$ cat src/rtl/zapper_round_ctrl_if.sv
// Signal bundle between the zapper front end, the controller and the renderer/duck logic.
// The controller takes the slave side; the environment driving the zapper takes the master side.
interface zapper_round_ctrl_if;
   logic       frame_tick;
   logic       trigger;
   logic       detect;
   logic       duck_landed;
   logic       flash_black;
   logic       flash_white;
   logic       duck_hit;
   logic       new_duck;
   logic       fly_away;
   logic [1:0] shots_left;
   logic [3:0] hit_count;
   logic [3:0] round_num;
   logic [3:0] speed;
   logic [1:0] game_state;

   modport master (
      output frame_tick, trigger, detect, duck_landed,
      input  flash_black, flash_white, duck_hit, new_duck, fly_away,
      input  shots_left, hit_count, round_num, speed, game_state
   );

   modport slave (
      input  frame_tick, trigger, detect, duck_landed,
      output flash_black, flash_white, duck_hit, new_duck, fly_away,
      output shots_left, hit_count, round_num, speed, game_state
   );
endinterface

$ cat src/rtl/zapper_round_ctrl.sv
// Frame-rate shot/round sequencer for the zapper game: flash ordering, hit sampling, scoring.
// Optional macro FLYAWAY_TIMEOUT_EN adds the ARMED fly-away timeout; otherwise fly_away is tied low.
module zapper_round_ctrl #(
   parameter int SHOTS_PER_ROUND = 3,
   parameter int ROUNDS_PER_GAME = 10,
   parameter int ROUND_PAUSE     = 60,
   parameter int BASE_SPEED      = 3,
   parameter int MAX_SPEED       = 15,
   parameter int FLYAWAY_FRAMES  = 300
) (
   input  logic               clk,
   input  logic               rst,
   zapper_round_ctrl_if.slave bus
);

   typedef enum logic [2:0] {
      ST_START,
      ST_ARMED,
      ST_FLASH_BLACK,
      ST_FLASH_WHITE,
      ST_DUCK_FALL,
      ST_ROUND_END,
      ST_GAME_OVER
   } state_t;

   localparam logic [1:0] GS_START = 2'b00;
   localparam logic [1:0] GS_PLAY  = 2'b01;
   localparam logic [1:0] GS_OVER  = 2'b10;

   localparam logic [1:0] SHOTS_INIT = 2'(SHOTS_PER_ROUND);
   localparam logic [3:0] ROUND_LAST = 4'(ROUNDS_PER_GAME);
   localparam logic [3:0] SPEED_BASE = 4'(BASE_SPEED);
   localparam logic [3:0] SPEED_MAX  = 4'(MAX_SPEED);

   // Pause and fly-away counters share one width, sized for the longer of the two.
   localparam int CNT_MAX = (ROUND_PAUSE > FLYAWAY_FRAMES) ? ROUND_PAUSE : FLYAWAY_FRAMES;
   localparam int CNT_W   = $clog2(CNT_MAX + 1);
   localparam logic [CNT_W-1:0] CNT_ONE    = {{(CNT_W-1){1'b0}}, 1'b1};
   localparam logic [CNT_W-1:0] PAUSE_LAST = CNT_W'(ROUND_PAUSE - 1);

   state_t           r_state;
   logic [1:0]       r_game_state;
   logic             r_flash_black;
   logic             r_flash_white;
   logic             r_duck_hit;
   logic             r_new_duck;
   logic [1:0]       r_shots;
   logic [3:0]       r_hits;
   logic [3:0]       r_round;
   logic [3:0]       r_speed;
   logic             r_trig_q;
   logic             r_hit_latch;
   logic             r_round_hit;
   logic [CNT_W-1:0] r_pause;
   logic             w_press;

   assign w_press = bus.frame_tick & bus.trigger & ~r_trig_q;

`ifdef FLYAWAY_TIMEOUT_EN
   localparam logic [CNT_W-1:0] FLY_LAST = CNT_W'(FLYAWAY_FRAMES - 1);
   logic [CNT_W-1:0] r_fly_cnt;
   logic             r_fly_away;
   logic             w_fly_expire;

   // Expiry happens on the tick that would be the FLYAWAY_FRAMES-th one spent armed.
   assign w_fly_expire = bus.frame_tick & ~w_press & (r_fly_cnt >= FLY_LAST);
`endif

   always_ff @(posedge clk) begin
      if (rst) begin
         r_state       <= ST_START;
         r_game_state  <= GS_START;
         r_flash_black <= 1'b0;
         r_flash_white <= 1'b0;
         r_duck_hit    <= 1'b0;
         r_new_duck    <= 1'b0;
         r_shots       <= 2'd0;
         r_hits        <= 4'd0;
         r_round       <= 4'd0;
         r_speed       <= SPEED_BASE;
         r_trig_q      <= 1'b0;
         r_hit_latch   <= 1'b0;
         r_round_hit   <= 1'b0;
         r_pause       <= '0;
`ifdef FLYAWAY_TIMEOUT_EN
         r_fly_cnt     <= '0;
         r_fly_away    <= 1'b0;
`endif
      end else begin
         r_duck_hit <= 1'b0;
         r_new_duck <= 1'b0;
`ifdef FLYAWAY_TIMEOUT_EN
         r_fly_away <= 1'b0;
`endif
         if (bus.frame_tick) begin
            r_trig_q <= bus.trigger;
         end

         case (r_state)
            ST_START: begin
               if (w_press) begin
                  r_round      <= 4'd1;
                  r_hits       <= 4'd0;
                  r_shots      <= SHOTS_INIT;
                  r_speed      <= SPEED_BASE;
                  r_new_duck   <= 1'b1;
                  r_game_state <= GS_PLAY;
                  r_state      <= ST_ARMED;
`ifdef FLYAWAY_TIMEOUT_EN
                  r_fly_cnt    <= '0;
`endif
               end
            end

            ST_ARMED: begin
               if (w_press) begin
                  if (r_shots != 2'd0) begin
                     r_shots <= r_shots - 2'd1;
                  end
                  r_flash_black <= 1'b1;
                  r_state       <= ST_FLASH_BLACK;
               end
`ifdef FLYAWAY_TIMEOUT_EN
               else if (w_fly_expire) begin
                  r_fly_away  <= 1'b1;
                  r_round_hit <= 1'b0;
                  r_pause     <= '0;
                  r_state     <= ST_ROUND_END;
               end
               if (bus.frame_tick && (r_fly_cnt < FLY_LAST)) begin
                  r_fly_cnt <= r_fly_cnt + CNT_ONE;
               end
`endif
            end

            ST_FLASH_BLACK: begin
               if (bus.frame_tick) begin
                  r_flash_black <= 1'b0;
                  r_flash_white <= 1'b1;
                  r_hit_latch   <= 1'b0;
                  r_state       <= ST_FLASH_WHITE;
               end
            end

            ST_FLASH_WHITE: begin
               r_hit_latch <= r_hit_latch | bus.detect;
               if (bus.frame_tick) begin
                  r_flash_white <= 1'b0;
                  // detect is also taken on the verdict tick itself, not only via the latch.
                  if (r_hit_latch || bus.detect) begin
                     r_duck_hit  <= 1'b1;
                     r_hits      <= r_hits + 4'd1;
                     r_round_hit <= 1'b1;
                     r_state     <= ST_DUCK_FALL;
                  end else if (r_shots == 2'd0) begin
                     r_round_hit <= 1'b0;
                     r_pause     <= '0;
                     r_state     <= ST_ROUND_END;
                  end else begin
                     r_state <= ST_ARMED;
                  end
               end
            end

            ST_DUCK_FALL: begin
               if (bus.duck_landed) begin
                  r_pause <= '0;
                  r_state <= ST_ROUND_END;
               end
            end

            ST_ROUND_END: begin
               if (bus.frame_tick) begin
                  if (r_pause == PAUSE_LAST) begin
                     if (r_round == ROUND_LAST) begin
                        r_game_state <= GS_OVER;
                        r_state      <= ST_GAME_OVER;
                     end else begin
                        r_round    <= r_round + 4'd1;
                        r_shots    <= SHOTS_INIT;
                        r_new_duck <= 1'b1;
                        r_state    <= ST_ARMED;
`ifdef FLYAWAY_TIMEOUT_EN
                        r_fly_cnt  <= '0;
`endif
                        if (r_round_hit) begin
                           r_speed <= (r_speed >= SPEED_MAX) ? SPEED_MAX : r_speed + 4'd1;
                        end
                     end
                  end else begin
                     r_pause <= r_pause + CNT_ONE;
                  end
               end
            end

            ST_GAME_OVER: begin
               if (w_press) begin
                  r_game_state <= GS_START;
                  r_state      <= ST_START;
               end
            end

            default: begin
               r_game_state <= GS_START;
               r_state      <= ST_START;
            end
         endcase
      end
   end

   assign bus.flash_black = r_flash_black;
   assign bus.flash_white = r_flash_white;
   assign bus.duck_hit    = r_duck_hit;
   assign bus.new_duck    = r_new_duck;
   assign bus.shots_left  = r_shots;
   assign bus.hit_count   = r_hits;
   assign bus.round_num   = r_round;
   assign bus.speed       = r_speed;
   assign bus.game_state  = r_game_state;
`ifdef FLYAWAY_TIMEOUT_EN
   assign bus.fly_away    = r_fly_away;
`else
   assign bus.fly_away    = 1'b0;
`endif

endmodule

$ cat src/flat_wrapper.sv
// flat-port wrapper written by rule: the top's interface ports become plain ports
module zapper_round_ctrl_flat 
#(
   parameter int SHOTS_PER_ROUND = 3,
   parameter int ROUNDS_PER_GAME = 10,
   parameter int ROUND_PAUSE     = 60,
   parameter int BASE_SPEED      = 3,
   parameter int MAX_SPEED       = 15,
   parameter int FLYAWAY_FRAMES  = 300
)
  (clk, rst, bus_frame_tick, bus_trigger, bus_detect, bus_duck_landed, bus_flash_black, bus_flash_white, bus_duck_hit, bus_new_duck, bus_fly_away, bus_shots_left, bus_hit_count, bus_round_num, bus_speed, bus_game_state);
  zapper_round_ctrl_if bus_i ();
  input  logic clk;
  input  logic rst;
  input wire logic [$bits(bus_i.frame_tick)-1:0] bus_frame_tick;
  input wire logic [$bits(bus_i.trigger)-1:0] bus_trigger;
  input wire logic [$bits(bus_i.detect)-1:0] bus_detect;
  input wire logic [$bits(bus_i.duck_landed)-1:0] bus_duck_landed;
  output wire logic [$bits(bus_i.flash_black)-1:0] bus_flash_black;
  output wire logic [$bits(bus_i.flash_white)-1:0] bus_flash_white;
  output wire logic [$bits(bus_i.duck_hit)-1:0] bus_duck_hit;
  output wire logic [$bits(bus_i.new_duck)-1:0] bus_new_duck;
  output wire logic [$bits(bus_i.fly_away)-1:0] bus_fly_away;
  output wire logic [$bits(bus_i.shots_left)-1:0] bus_shots_left;
  output wire logic [$bits(bus_i.hit_count)-1:0] bus_hit_count;
  output wire logic [$bits(bus_i.round_num)-1:0] bus_round_num;
  output wire logic [$bits(bus_i.speed)-1:0] bus_speed;
  output wire logic [$bits(bus_i.game_state)-1:0] bus_game_state;
  assign bus_i.frame_tick = bus_frame_tick;
  assign bus_i.trigger = bus_trigger;
  assign bus_i.detect = bus_detect;
  assign bus_i.duck_landed = bus_duck_landed;
  assign bus_flash_black = bus_i.flash_black;
  assign bus_flash_white = bus_i.flash_white;
  assign bus_duck_hit = bus_i.duck_hit;
  assign bus_new_duck = bus_i.new_duck;
  assign bus_fly_away = bus_i.fly_away;
  assign bus_shots_left = bus_i.shots_left;
  assign bus_hit_count = bus_i.hit_count;
  assign bus_round_num = bus_i.round_num;
  assign bus_speed = bus_i.speed;
  assign bus_game_state = bus_i.game_state;
  zapper_round_ctrl #(.SHOTS_PER_ROUND(SHOTS_PER_ROUND), .ROUNDS_PER_GAME(ROUNDS_PER_GAME), .ROUND_PAUSE(ROUND_PAUSE), .BASE_SPEED(BASE_SPEED), .MAX_SPEED(MAX_SPEED), .FLYAWAY_FRAMES(FLYAWAY_FRAMES)) u_core (.clk(clk), .rst(rst), .bus(bus_i));
endmodule
$ cat config.mk
export PLATFORM = sky130hd
export DESIGN_NAME = zapper_round_ctrl_flat
export DESIGN_NICKNAME = d
export VERILOG_FILES = /design/src/rtl/zapper_round_ctrl_if.sv /design/src/rtl/zapper_round_ctrl.sv /design/src/flat_wrapper.sv
export SDC_FILE = /design/constraint.sdc
export NUM_CORES = 1
export LEC_CHECK = 0
export CELL_PAD_IN_SITES_DETAIL_PLACEMENT = 0
export CELL_PAD_IN_SITES_GLOBAL_PLACEMENT = 1
export CORE_MARGIN = 2
export CORE_UTILIZATION = 38
export CTS_BUF_LIST = sky130_fd_sc_hd__clkbuf_4 sky130_fd_sc_hd__clkbuf_8
export CTS_CLUSTER_SIZE = 40
export DETAILED_ROUTE_END_ITERATION = 6
export PLACE_DENSITY = 0.79
export SLEW_MARGIN = 5
export SYNTH_ARGS = -nofsm -noshare
export SYNTH_HDL_FRONTEND = slang
export SYNTH_SLANG_ARGS = --single-unit
export TNS_END_PERCENT = 10
$ cat constraint.sdc
create_clock -name clk -period 1.75 [get_ports clk]
set_input_delay 0.4375 -clock clk [delete_from_list [all_inputs] [get_ports clk]]
set_output_delay 0.4375 -clock clk [all_outputs]
set_load 0.01 [all_outputs]
Yosys cells after proc, flatten, opt, wreduce, memory -nomap -nowiden
Index checks and enable logic that the tools add are counted.

storage, ports and cells
  word-level logic and storage cells = 137
  bits of input ports = 6
  register bits after elaboration = 35

cells by class
  add/subtract/negate cells = 5
  bitwise logic cells = 7
  equal/unequal tests = 24
  magnitude comparators = 1
  muxes and demuxes = 62
  reductions and logical operators = 24

operators by type and width
  operator                                                                number
  9-bit two-way mux                                                       6
  4-bit two-way mux                                                       13
  3-bit two-way mux                                                       11
  9-bit one-hot mux with 3 select lines                                   1
  4-bit one-hot mux with 2 select lines                                   3
  2-bit two-way mux                                                       11
  3-bit one-hot mux with 7 select lines                                   1
  2-bit by 1-bit != test with 1-bit output (second input constant)        9
  2-bit != test (second input constant)                                   7
  7-bit AND reduction                                                     2
  4-bit by 1-bit adder with 4-bit output (second input constant)          3
  6-bit AND reduction                                                     2
  2-bit nonzero test                                                      6
  1-bit two-way mux                                                       10
  9-bit by 1-bit adder with 9-bit output (second input constant)          1
  3-bit equality test (second input constant)                             3
  9-bit by 6-bit equality test with 1-bit output (second input constant)  1
  3-bit AND reduction                                                     3
  1-bit one-hot mux with 2 select lines                                   4
  2-bit one-hot mux with 4 select lines                                   1
  8-bit AND reduction                                                     1
  3-bit by 2-bit equality test with 1-bit output (second input constant)  2
  2-bit one-hot mux with 3 select lines                                   1
  3-bit nonzero test                                                      2
  other kinds (15)                                                        19

Depth between registers and ports, before layout
Gate-level depths: netlist of run 1.

  word-level depth = 7
  depth in mapped cells = 7

Worst setup path after synthesis of run 1
OpenSTA, ideal clock, no wires.

  path kind = reg-to-reg
  from = reg u_core.r_pause[0]
  to = reg u_core.r_round[3] (netlist: u_core.bus.round_num[3])
  required time = 1.627 ns
  clock period less this slack = 1.873 ns
  arrival = 1.749 ns
  cell stages (with the launch flop) = 7
  slack = -0.123 ns
  cell sequence = dfxtp_1 ha_1 and4bb_4 nand2_4 o31a_1 nor3_1 mux2_1

between the ends
  cells in the longest elaborated chain, start to end = 3

ends and longest elaborated chain
  element                                                    line                      source
  from (decl)                                                zapper_round_ctrl.sv:54   logic [CNT_W-1:0] r_pause;
  from (signal assigned)                                     zapper_round_ctrl.sv:191  r_pause <= r_pause + CNT_ONE;
  9-bit by 6-bit equality test with 1-bit output             zapper_round_ctrl.sv:174  if (r_pause == PAUSE_LAST) begin
  2-bit by 1-bit != test with 1-bit output (no source line)  -
  5-bit AND reduction (no source line)                       -
  to (signal assigned)                                       zapper_round_ctrl.sv:179  r_round <= r_round + 4'd1;
  to (decl)                                                  zapper_round_ctrl.sv:49   logic [3:0] r_round;

No other way between the ends.
A chain may end at the register's enable or synchronous reset.

Worst setup path in the final report of run 1
  from = reg u_core.r_round[0] (netlist: u_core.bus.round_num[0])
  to = reg u_core.r_speed[3] (netlist: u_core.bus.speed[3])

between the ends
  cells in the longest elaborated chain, start to end = 3

ends and longest elaborated chain
  element                               line                      source
  4-bit equality test                   zapper_round_ctrl.sv:175  if (r_round == ROUND_LAST) begin
  2-bit != test (no source line)        -
  6-bit AND reduction (no source line)  -
  to (signal assigned)                  zapper_round_ctrl.sv:187  r_speed <= (r_speed >= SPEED_MAX) ? SPEED_MAX : r_speed + 4'd1;
  to (decl)                             zapper_round_ctrl.sv:50   logic [3:0] r_speed;

No other way between the ends.

==> impl_metrics.tcl, run 1 <==
set metrics [dict create \
    core_um2 5040 \
    yosys-top-cells-area "dfxtp_1 (36%), a21oi_1 (4.6%), nor2_1 (4.6%)" \
    vdd_drop_max_mv 0.593 \
    syn2layout_area_growth_pct 49.4 \
    grt_usage 0.195 \
    layout_min_cycle_time_ns 1.77 \
    drtAntennaViolNets 0 \
    yosysTopAreaCellShare 0.359 \
    vias_per_cell 5.24 \
    grt-ovfl-total 0 \
    dp_hpwl_um 3850 \
    leakagePower_nw 1.21 \
    syn_avg_cell_area_um2 8.28 \
    netlist_instances 236 \
    antenna_found_initial 0 \
    cts_buffers 5 \
    yosysMostFrequentCell "dfxtp_1" \
    crit_arrival_ns 1.98 \
    ys_ff_latch 35 \
    r2r-start "u_core.bus.round_num[0]" \
    status "finished, violations left" \
    die_h_um 75.7 \
    synthArstFlopShare 0 \
    synth_nets 248 \
    grt_pass1_wl_um 8400 \
    grt_pass1_vias 1826 \
    start_kind "register" \
    cts_tree "yes" \
    drive_gt1_frac 0.306 \
    cts.clk_slew.worst_paths_ns 0.08 \
    rows 26 \
    rsz0062_at_grt "true" \
    dpl_cell_area_um2 2640 \
    crit_type "reg2reg" \
    p_total_mw 3.32 \
    synth_top_area_cell "dfxtp_1" \
    nFillCells 466 \
    dr.pass1.iters 6 \
    synth_edf_count 0 \
    power-per-cell-area_nw_per_um2 1140 \
    boundaryPins 27 \
    worstHoldStart "u_core.bus.flash_black" \
    yosys_warnings 0 \
    stdcell_area_um2 2920 \
    nets 325 \
    grt_max_degree 18 \
    required_ns 1.96 \
    violations "negative setup slack" \
    cts-root-buf "clkbuf_8" \
    grtUsageMet3 0.0463 \
    die_w_um 75.7 \
    max_freq_ghz 0.565 \
    reg2reg_to "u_core.bus.speed[3]" \
    clk_path_buf_depth 2 \
    grtUsageMet1 0.238 \
    clock_latency_ns 0.30 \
    setup_slack_ns -0.0205 \
    seq_area_frac_synth 0.359 \
    synth_ff_type "dfxtp_1" \
    floorplan.initialDensity 0.387 \
    hold_path_end "u_core.bus.flash_black" \
    diodes 0 \
    drtIter0Drc 81 \
    dieArea_um2 5730 \
    finalClockSkew_ns 0.00895 \
    ctsHoldBuffers 0 \
    drt-total-wl_um 5200 \
    setup_viol 3 \
    path_max_fanout 5 \
    place.gp.congestion 0.860 \
    wire_per_inst_um 13.5 \
    endpoint_kind "register" \
    finalHoldViolations 0 \
    clock_sinks 35 \
    top_usage_layer "met2" \
    h-tree-depth 2 \
    hp-class "reg2reg" \
    timing.final.crit_share 1.01 \
    startpoint "u_core.bus.round_num[0]" \
    port-buffer-count 25 \
    vias 2014 \
    drc 0 \
    yosys.cell_types.count 55 \
    cap_violations 0 \
    whs_path_depth 2 \
    r2r_cells 8 \
    worst-r2r-setup-slack_ns -0.02 \
    met2_usage 0.333 \
    slew_violations 0 \
    syn_area_um2 1950 \
    synthTopCellsByCount "dfxtp_1 (35), nor2_1 (24), a21oi_1 (18)" \
]
[registers in the layout, indices dropped and copies added, names as in the netlist]
signal and flops:
u_core.bus.game_state 2, u_core.bus.round_num 4, u_core.r_trig_q 1, u_core.r_state 3, u_core.bus.shots_left 2, u_core.bus.new_duck 1
u_core.bus.flash_black 1, u_core.bus.hit_count 4, u_core.r_pause 9, u_core.bus.speed 4, u_core.r_round_hit 1, u_core.r_hit_latch 1
u_core.bus.flash_white 1, u_core.bus.duck_hit 1
[layout make-up]
cell class	instances	area [µm²]	area share
Inverter	8	30.0	0.0103
Tap cell	70	87.6	0.0300
Multi-Input combinational cell	180	1240	0.425
Clock buffer	5	68.8	0.0236
Clock inverter	3	67.6	0.0232
Sequential cell	35	711	0.244
Timing Repair Buffer	83	713	0.244
[worst max-delay path, stage by stage, from the launching register on]
cell and delay [ns]:
dfxtp_4 0.35, inv_2 0.04, ha_4 0.14, and3b_2 0.24, buf_6 0.13, o31ai_4 0.29, buf_4 0.18, a31oi_1 0.07
a311oi_1 0.24
[routing by layer]
metal	part of all wire	routed length (µm)
met1	0.46	2390
met2	0.50	2580
met3	0.030	156
met4	0.015	80
met5	0	0
[kinds of logic after synthesis]
group	Yosys count	synth area share
buf+inv	21	0.0455
xor+xnor	3	0.0135
compound gates	66	0.236
simple gates	99	0.280
mux	5	0.0263
other cells	1	0.00192
fa+ha+maj	6	0.0384
flops	35	0.359
[per-stage QoR]
step,TNS (ns),std cells,worst slack (ns),utilization,hold WS (ns)
2_1_floorplan,0,236,0.00112,-,0.457
3_3_place_gp,-10.15,368,-0.469,0.523,0.457
3_5_place_dp,-10.84,368,-0.519,0.523,0.463
4_1_cts,-0.0367,377,-0.0199,0.557,0.472
5_1_grt,-1.43,384,-0.123,0.579,0.524
6_report,-0.0483,384,-0.0205,0.579,0.469
[worst max path at each step]
stage / end / slack, ns
5_1_grt: u_core.bus.speed[3] / -0.12
6_report: u_core.bus.speed[3] / -0.02
2_1_floorplan: u_core.bus.round_num[2] / 0.001
4_1_cts: u_core.bus.round_num[2] / -0.02
3_5_place_dp: u_core.r_state[2] / -0.52
3_3_place_gp: u_core.r_state[1] / -0.47
[layout by cell type (no fill, tap or decap), types with 6 or more instances in the layout]
master           synthesis  routed
a21oi_1                 18      17
a31oi_1                  6       6
buf_4                    1      55
clkdlybuf4s50_1          0      19
dfxtp_1                 35      29
inv_1                    8       7
nand2_1                 17      17
nand3_1                  7       7
nor2_1                  24      23
nor3_1                  10       9
o21ai_0                  9       9
[timing repair]
item / 4_1_cts / 5_1_grt
buffers inserted: 1 / 7
gates resized for setup: 8 / 16
endpoints found under the setup margin: 19 / 27
pin swaps: 5 / 6
[power by group]
group | internal [mW] | total (mW) | switching [mW]
clock network | 0.568 | 0.886 | 0.317
logic | 0.748 | 1.49 | 0.741
registers | 0.885 | 0.945 | 0.0600
No activity file was read; power rests on OpenSTA's default activity.
==> run 2, diff against run 1 <==
--- a/config.mk
+++ b/config.mk
@@ -17,4 +17,4 @@
 export SYNTH_ARGS = -nofsm -noshare
 export SYNTH_HDL_FRONTEND = slang
 export SYNTH_SLANG_ARGS = --single-unit
-export TNS_END_PERCENT = 10
+export TNS_END_PERCENT = 20
==> run 2 against run 1 <==
The run still ends with negative setup slack left. Critical path depth down 2. Worst setup slack worse by 0.014 ns. Clock-buffer cell count unchanged. Via count unchanged. Fmax down 0.77%. Clock skew down 0.00060 ns. Routed wire length up 1.1%. Global-route usage unchanged. Total power up 1.3%. Worst hold slack worse by 0.0017 ns. Largest cell class unchanged.
==> impl_metrics.tcl, run 2 (synthesis gave the netlist of run 1 again) <==
set metrics [dict create \
    status "finished, violations left" \
    violations "negative setup slack" \
    boundaryPins 27 \
    leakagePower_nw 1.24 \
    clk_path_buf_depth 2 \
    start_kind "register" \
    rows 26 \
    dp_hpwl_um 3850 \
    endpoint_kind "register" \
    port-buffer-count 25 \
    path_delay_family "simple AND/OR/NAND/NOR gates" \
    dr_wl_met2_um 2600 \
    dieArea_um2 5730 \
    hp-class "reg2reg" \
    cts-root-buf "clkbuf_8" \
    grt_pass1_wl_um 8400 \
    drc 0 \
    required_ns 1.98 \
    vias 2014 \
    multi_input_area_um2 1270 \
    clock_latency_ns 0.30 \
    max_freq_ghz 0.560 \
    place.gp.congestion 0.860 \
    setup_slack_ns -0.0343 \
    grt_usage 0.195 \
    die_h_um 75.7 \
    cp_num_buf_inv 0 \
    met1_length_um 2380 \
    clock_sinks 35 \
    largest_reg_flops 9 \
    cts_buffers 5 \
    worstPathCellList "ha_4 -> and4bb_4 -> nand2_4 -> o31a_1 -> or4_4 -> a21oi_2" \
    finalHoldViolations 0 \
    cp_slowest_cell "or4_4" \
    path_max_fanout 4 \
    slowest_delay_ns 0.43 \
    vdd_drop_max_mv 0.595 \
    slew_violations 0 \
    mostFrequentLayoutCell "buf_4" \
    wire_per_inst_um 13.7 \
    h-tree-depth 2 \
    timing.final.crit_share 1.02 \
    cap_violations 0 \
    layout_min_cycle_time_ns 1.78 \
    syn2layout_area_growth_pct 51.6 \
    crit_type "reg2reg" \
    rsz0062_at_grt "true" \
    drive_gt1_frac 0.324 \
    floorplan.initialDensity 0.387 \
    final_cells 385 \
    dr.pass1.iters 4 \
    wl_met3_um 195 \
    grt-ovfl-total 0 \
    power-per-cell-area_nw_per_um2 1140 \
    grt_max_degree 18 \
    cts_tree "yes" \
    antenna_found_initial 0 \
    diodes 0 \
    vias_per_cell 5.23 \
    hold-worst-slack_ns 0.468 \
    grt_pass1_vias 1826 \
    die_w_um 75.7 \
    nets 326 \
    drt-total-wl_um 5260 \
    cts.clk_slew.worst_paths_ns 0.08 \
    dp_cells 368 \
    drtIter0Drc 80 \
    setup_viol 3 \
    drtAntennaViolNets 0 \
    nFillCells 463 \
    mostFrequentLayoutCells "buf_4 (56), dfxtp_1 (28), nor2_1 (21)" \
    worst-r2r-setup-slack_ns -0.03 \
    top_layer_used "met4" \
    ff_latch_area_um2 712 \
    core_um2 5040 \
    crit_arrival_ns 2.01 \
    finalClockSkew_ns 0.00835 \
    regMostFlops "u_core.r_pause" \
]
run 2: area by class of cell:
| type | instances | share of cell area |
|---|---|---|
| clock inverters | 3 | 0.0228 |
| flip-flops and latches | 35 | 0.240 |
| clock buffers | 5 | 0.0232 |
| inverters | 8 | 0.0101 |
| repair buffers | 84 | 0.244 |
| well taps | 70 | 0.0296 |
| multi-input cells | 180 | 0.430 |
run 2: report_power, final:
group          switching (mW)  internal (mW)
Sequential             0.0594          0.886
Clock                   0.320          0.568
Combinational           0.758          0.772
run 2: worst register-to-register path, cell delays in order, from the launching register on:
cell and delay (ns):
dfxtp_2 0.36, ha_4 0.14, and4bb_4 0.28, nand2_4 0.08, o31a_1 0.30, or4_4 0.43, a21oi_2 0.14
run 2: through the flow:
stage	total power, mW	setup TNS (ns)	setup slack (ns)	utilization	cell area [µm²]
finish	3.36	-0.0722	-0.0343	0.587	2960
global route	3.55	-0.948	-0.132	0.587	2960
CTS	3.22	-0.0367	-0.0199	0.557	2810
detailed placement	2.28	-10.84	-0.519	0.523	2640
global placement	2.27	-10.15	-0.469	0.523	2640
floorplan	1.65	0	0.00112	-	1970
run 2: metal layers:
metal | vias up | global-route usage
met3 | 7 | 0.0463
li1 | 1025 | -
met5 | - | 0
met1 | 942 | 0.238
met2 | 40 | 0.333
met4 | 0 | 0.0721
run 2: worst paths after layout:
| kind | from | end | cells after the start |
|---|---|---|---|
| worst max-delay path | u_core.r_pause[1] | u_core.bus.round_num[2] | 6 |
| worst min-delay path | u_core.bus.flash_black | u_core.bus.flash_black | 2 |
| worst max register to register | u_core.r_pause[1] | u_core.bus.round_num[2] | 6 |
| worst min register to register | u_core.bus.flash_black | u_core.bus.flash_black | 2 |
run 2: what timing repair did:
| action | CTS | global route |
|---|---|---|
| endpoints found under the hold margin | 0 | 0 |
| endpoints found under the setup margin | 19 | 27 |
| buffers inserted | 1 | 8 |
| gates resized for setup | 8 | 24 |
| pin swaps | 5 | 12 |
| cloned | 0 | 0 |
| hold buffers | 0 | 0 |
==> variant: new RTL, settings of run 2 <==
`FLYAWAY_FRAMES` is set to 300 in 2 places; all go to 600.
--- a/src/rtl/zapper_round_ctrl.sv
+++ b/src/rtl/zapper_round_ctrl.sv
@@ -8,3 +8,3 @@
    parameter int MAX_SPEED       = 15,
-   parameter int FLYAWAY_FRAMES  = 300
+   parameter int FLYAWAY_FRAMES  = 600
 ) (
--- a/src/flat_wrapper.sv
+++ b/src/flat_wrapper.sv
@@ -8,3 +8,3 @@
    parameter int MAX_SPEED       = 15,
-   parameter int FLYAWAY_FRAMES  = 300
+   parameter int FLYAWAY_FRAMES  = 600
 )
Formal check against the unedited RTL: no difference found for any inputs over 10 cycles, from zero or initial values and one cycle with rst high; that may be too few to reach the edited logic, so the function may still have changed.
==> variant against run 2 <==
Via count increased by 1.2%. Sequential cell count is 1 higher. Cell count down 2.9%. Count of clock-buffer cells in the layout increased by 3. Critical path type unchanged. Clock skew grew 0.0029 ns. Cell area fell by 8.3%. Global-route usage fell by 1.6 points. Wire length shrank 0.65%. Worst hold slack worse by 0.019 ns. Setup slack improved by 0.044 ns. Non-clock buffer count down 20. Synthesized area grew 3.7%.
Power is not compared: it rests on default switching activity, and its combinational part moved more than twofold at a synthesized area within 25%.
==> variant: results (changes against run 2) <==
| Metric | Value |
|---|---|
| Crit-path max FO | 6 (+2) |
| Placed cell area | 2561 um^2 (-2.8%) |
| Via density | 5.452 (+4.2%) |
| Register area share after synthesis | 35.58% (-0.30 points) |
| Residual DRC count | 0 (unchanged) |
| RePlAce Congestion | 0.8414 (-2.1%) |
| Antenna Cells | 0 (unchanged) |
| FF-to-FF setup slack | 0.009 ns (+0.04 ns) |
| Clk_skew | 0.01124 ns (+0.002893 ns) |
| Ys async rst share | 0% (unchanged) |
| Clock Tree Buf Depth | 2 (unchanged) |
| First-pass GRT wire length | 8.625 mm (+2.7%) |
| Final Non-Filler Cells | 374 (-2.9%) |
| Pin count of the biggest net entering global routing | 14 (-4) |
| Syn Inst Count | 248 (+5.1%) |
| Overall global routing resource usage | 17.93% (-1.6 points) |
| Hold Crit Start | u_core.bus.shots_left[0] |
| Largest register FFs | 10 (+1) |
| Peak supply drop | 0.0005023 V |
| Commonest cells in the netlist | dfxtp_1, nor2_1, a21oi_1 |
| Syn nets | 260 (+4.8%) |
| Final wirelength | 5.226 mm (-0.65%) |
| Synth area leaders | dfxtp_1, a21oi_1, nor2_1, o21ai_0, ha_1 |
| Startpoint types | register |
| H-tree depth | 2 (unchanged) |
| Top FF cell, synth | dfxtp_1 |
| CTS Buf Count | 5 (unchanged) |
| Hold WS | 0.4487 ns (-0.01905 ns) |
| CP peak stage delay | 0.43 ns (about the same) |
| Initial antenna violation count | 0 (unchanged) |
| GRT overflow | 0 (unchanged) |
| Status | completed |
| Clock Latency Late Sink | 0.29 ns |
| WP data arrival | 1.90 ns (-0.11 ns) |
| DR pass1 iterations | 4 (unchanged) |
| Placed Cells | 363 (-1.4%) |
| Initial drt markers | 217 (+170%) |
| I/O Buffers | 25 (unchanged) |
| Clock Tree Root | clkbuf_8 |
| Yosys warnings | 0 (unchanged) |
| Largest Register | u_core.r_pause |
| Hold crit path type | register to register |
| Layout Nets | 315 (-3.4%) |
| Number of library cell types mapped by synthesis | 52 (-5.5%) |
| Vias in the first global route | 1834 (+0.44%) |
| Post-DP HPWL | 3.797 mm (-1.5%) |
| P_leak | 1.077 nW |
| Top Family by Delay on Critical Path | compound AO/OA/AOI/OAI gates |
| CTS clock-pin slew for the worst setup and hold paths | 0.08 ns (about the same) |
| Slowest CP cell | a221o_1 |
| Fraction of layout cells with a size suffix above 1 | 24.34% (-8.0 points) |
| Reg2Reg Launch Point | u_core.r_trig_q |
[variant: changes by cell type in the layout (fill, tap and decap cells not counted), sizes merged, moves of 4 or more]
cell / before / now
buf: 59 / 39
o21ai: 12 / 20
a211oi: 5 / 11
nand2: 18 / 12
and3: 3 / 7
nor2: 24 / 28
nor3: 10 / 6
or3: 3 / 7
[variant: worst paths after layout]
kind	endpoint	cells after the start
max	u_core.bus.speed[0]	5
max reg2reg	u_core.bus.speed[0]	5
min reg2reg	u_core.bus.shots_left[0]	1
min	u_core.bus.shots_left[0]	1
[variant: logic make-up (layout without fill, tap and decap cells)]
| family | count (synthesis) | after routing | share of synthesized area, % |
|---|---|---|---|
| AO/OA/AOI/OAI | 76 | 76 | 24.71 |
| XOR/XNOR | 5 | 5 | 2.162 |
| AND/OR/NAND/NOR | 99 | 99 | 27.18 |
| adder cells (fa/ha/maj) | 6 | 6 | 3.706 |
| buffers and inverters | 23 | 79 | 5.497 |
| other | 1 | 1 | 0.1851 |
| multiplexers | 2 | 2 | 0.9883 |
| flip-flops | 36 | 36 | 35.58 |
[variant: routing by layer]
metal | vias to the layer above | wire length [um] | GRT usage (%)
met5 | - | 0 | 0
met4 | 0 | 87 | 5.357
met3 | 10 | 235 | 3.647
met2 | 51 | 2378 | 28.95
met1 | 957 | 2525 | 24.18
li1 | 1021 | - | -
[variant: what timing repair did]
action,CTS,global route
cloned,0,1
setup endpoints to repair,24,24
buffers inserted,1,1
resized for setup,7,13
pin swaps,8,8
[variant: per-stage QoR]
stage	power [mW]	worst slack, ns
finish	2.144	0.009389
global route	2.265	-0.05214
CTS	2.147	0.003245
detailed placement	1.481	-0.4972
global placement	1.477	-0.4566
floorplan	1.233	-0.04867
[variant: area by class of cell]
cell class | count | area [um^2]
fill | 529 | 2424
multi-input combinational | 189 | 1219
sequential | 36 | 729.5
timing repair buffer | 64 | 556.8
clock buffer | 8 | 97.59
tap | 70 | 87.58
inverter | 7 | 26.28
[variant: worst register-to-register path, delay by kind of cell (launching register included)]
| family | cells | cell delay [ns] |
|---|---|---|
| AOI/OAI and AO/OA | 3 | 0.85 |
| and+or+nand+nor | 2 | 0.43 |
| DFF | 1 | 0.33 |
[variant: report_power, final]
part | internal (mW) | leakage [nW] | switching [mW]
logic | 0.290 | 0.729 | 0.293
clock network | 0.353 | 0.0523 | 0.306
registers | 0.865 | 0.295 | 0.0378
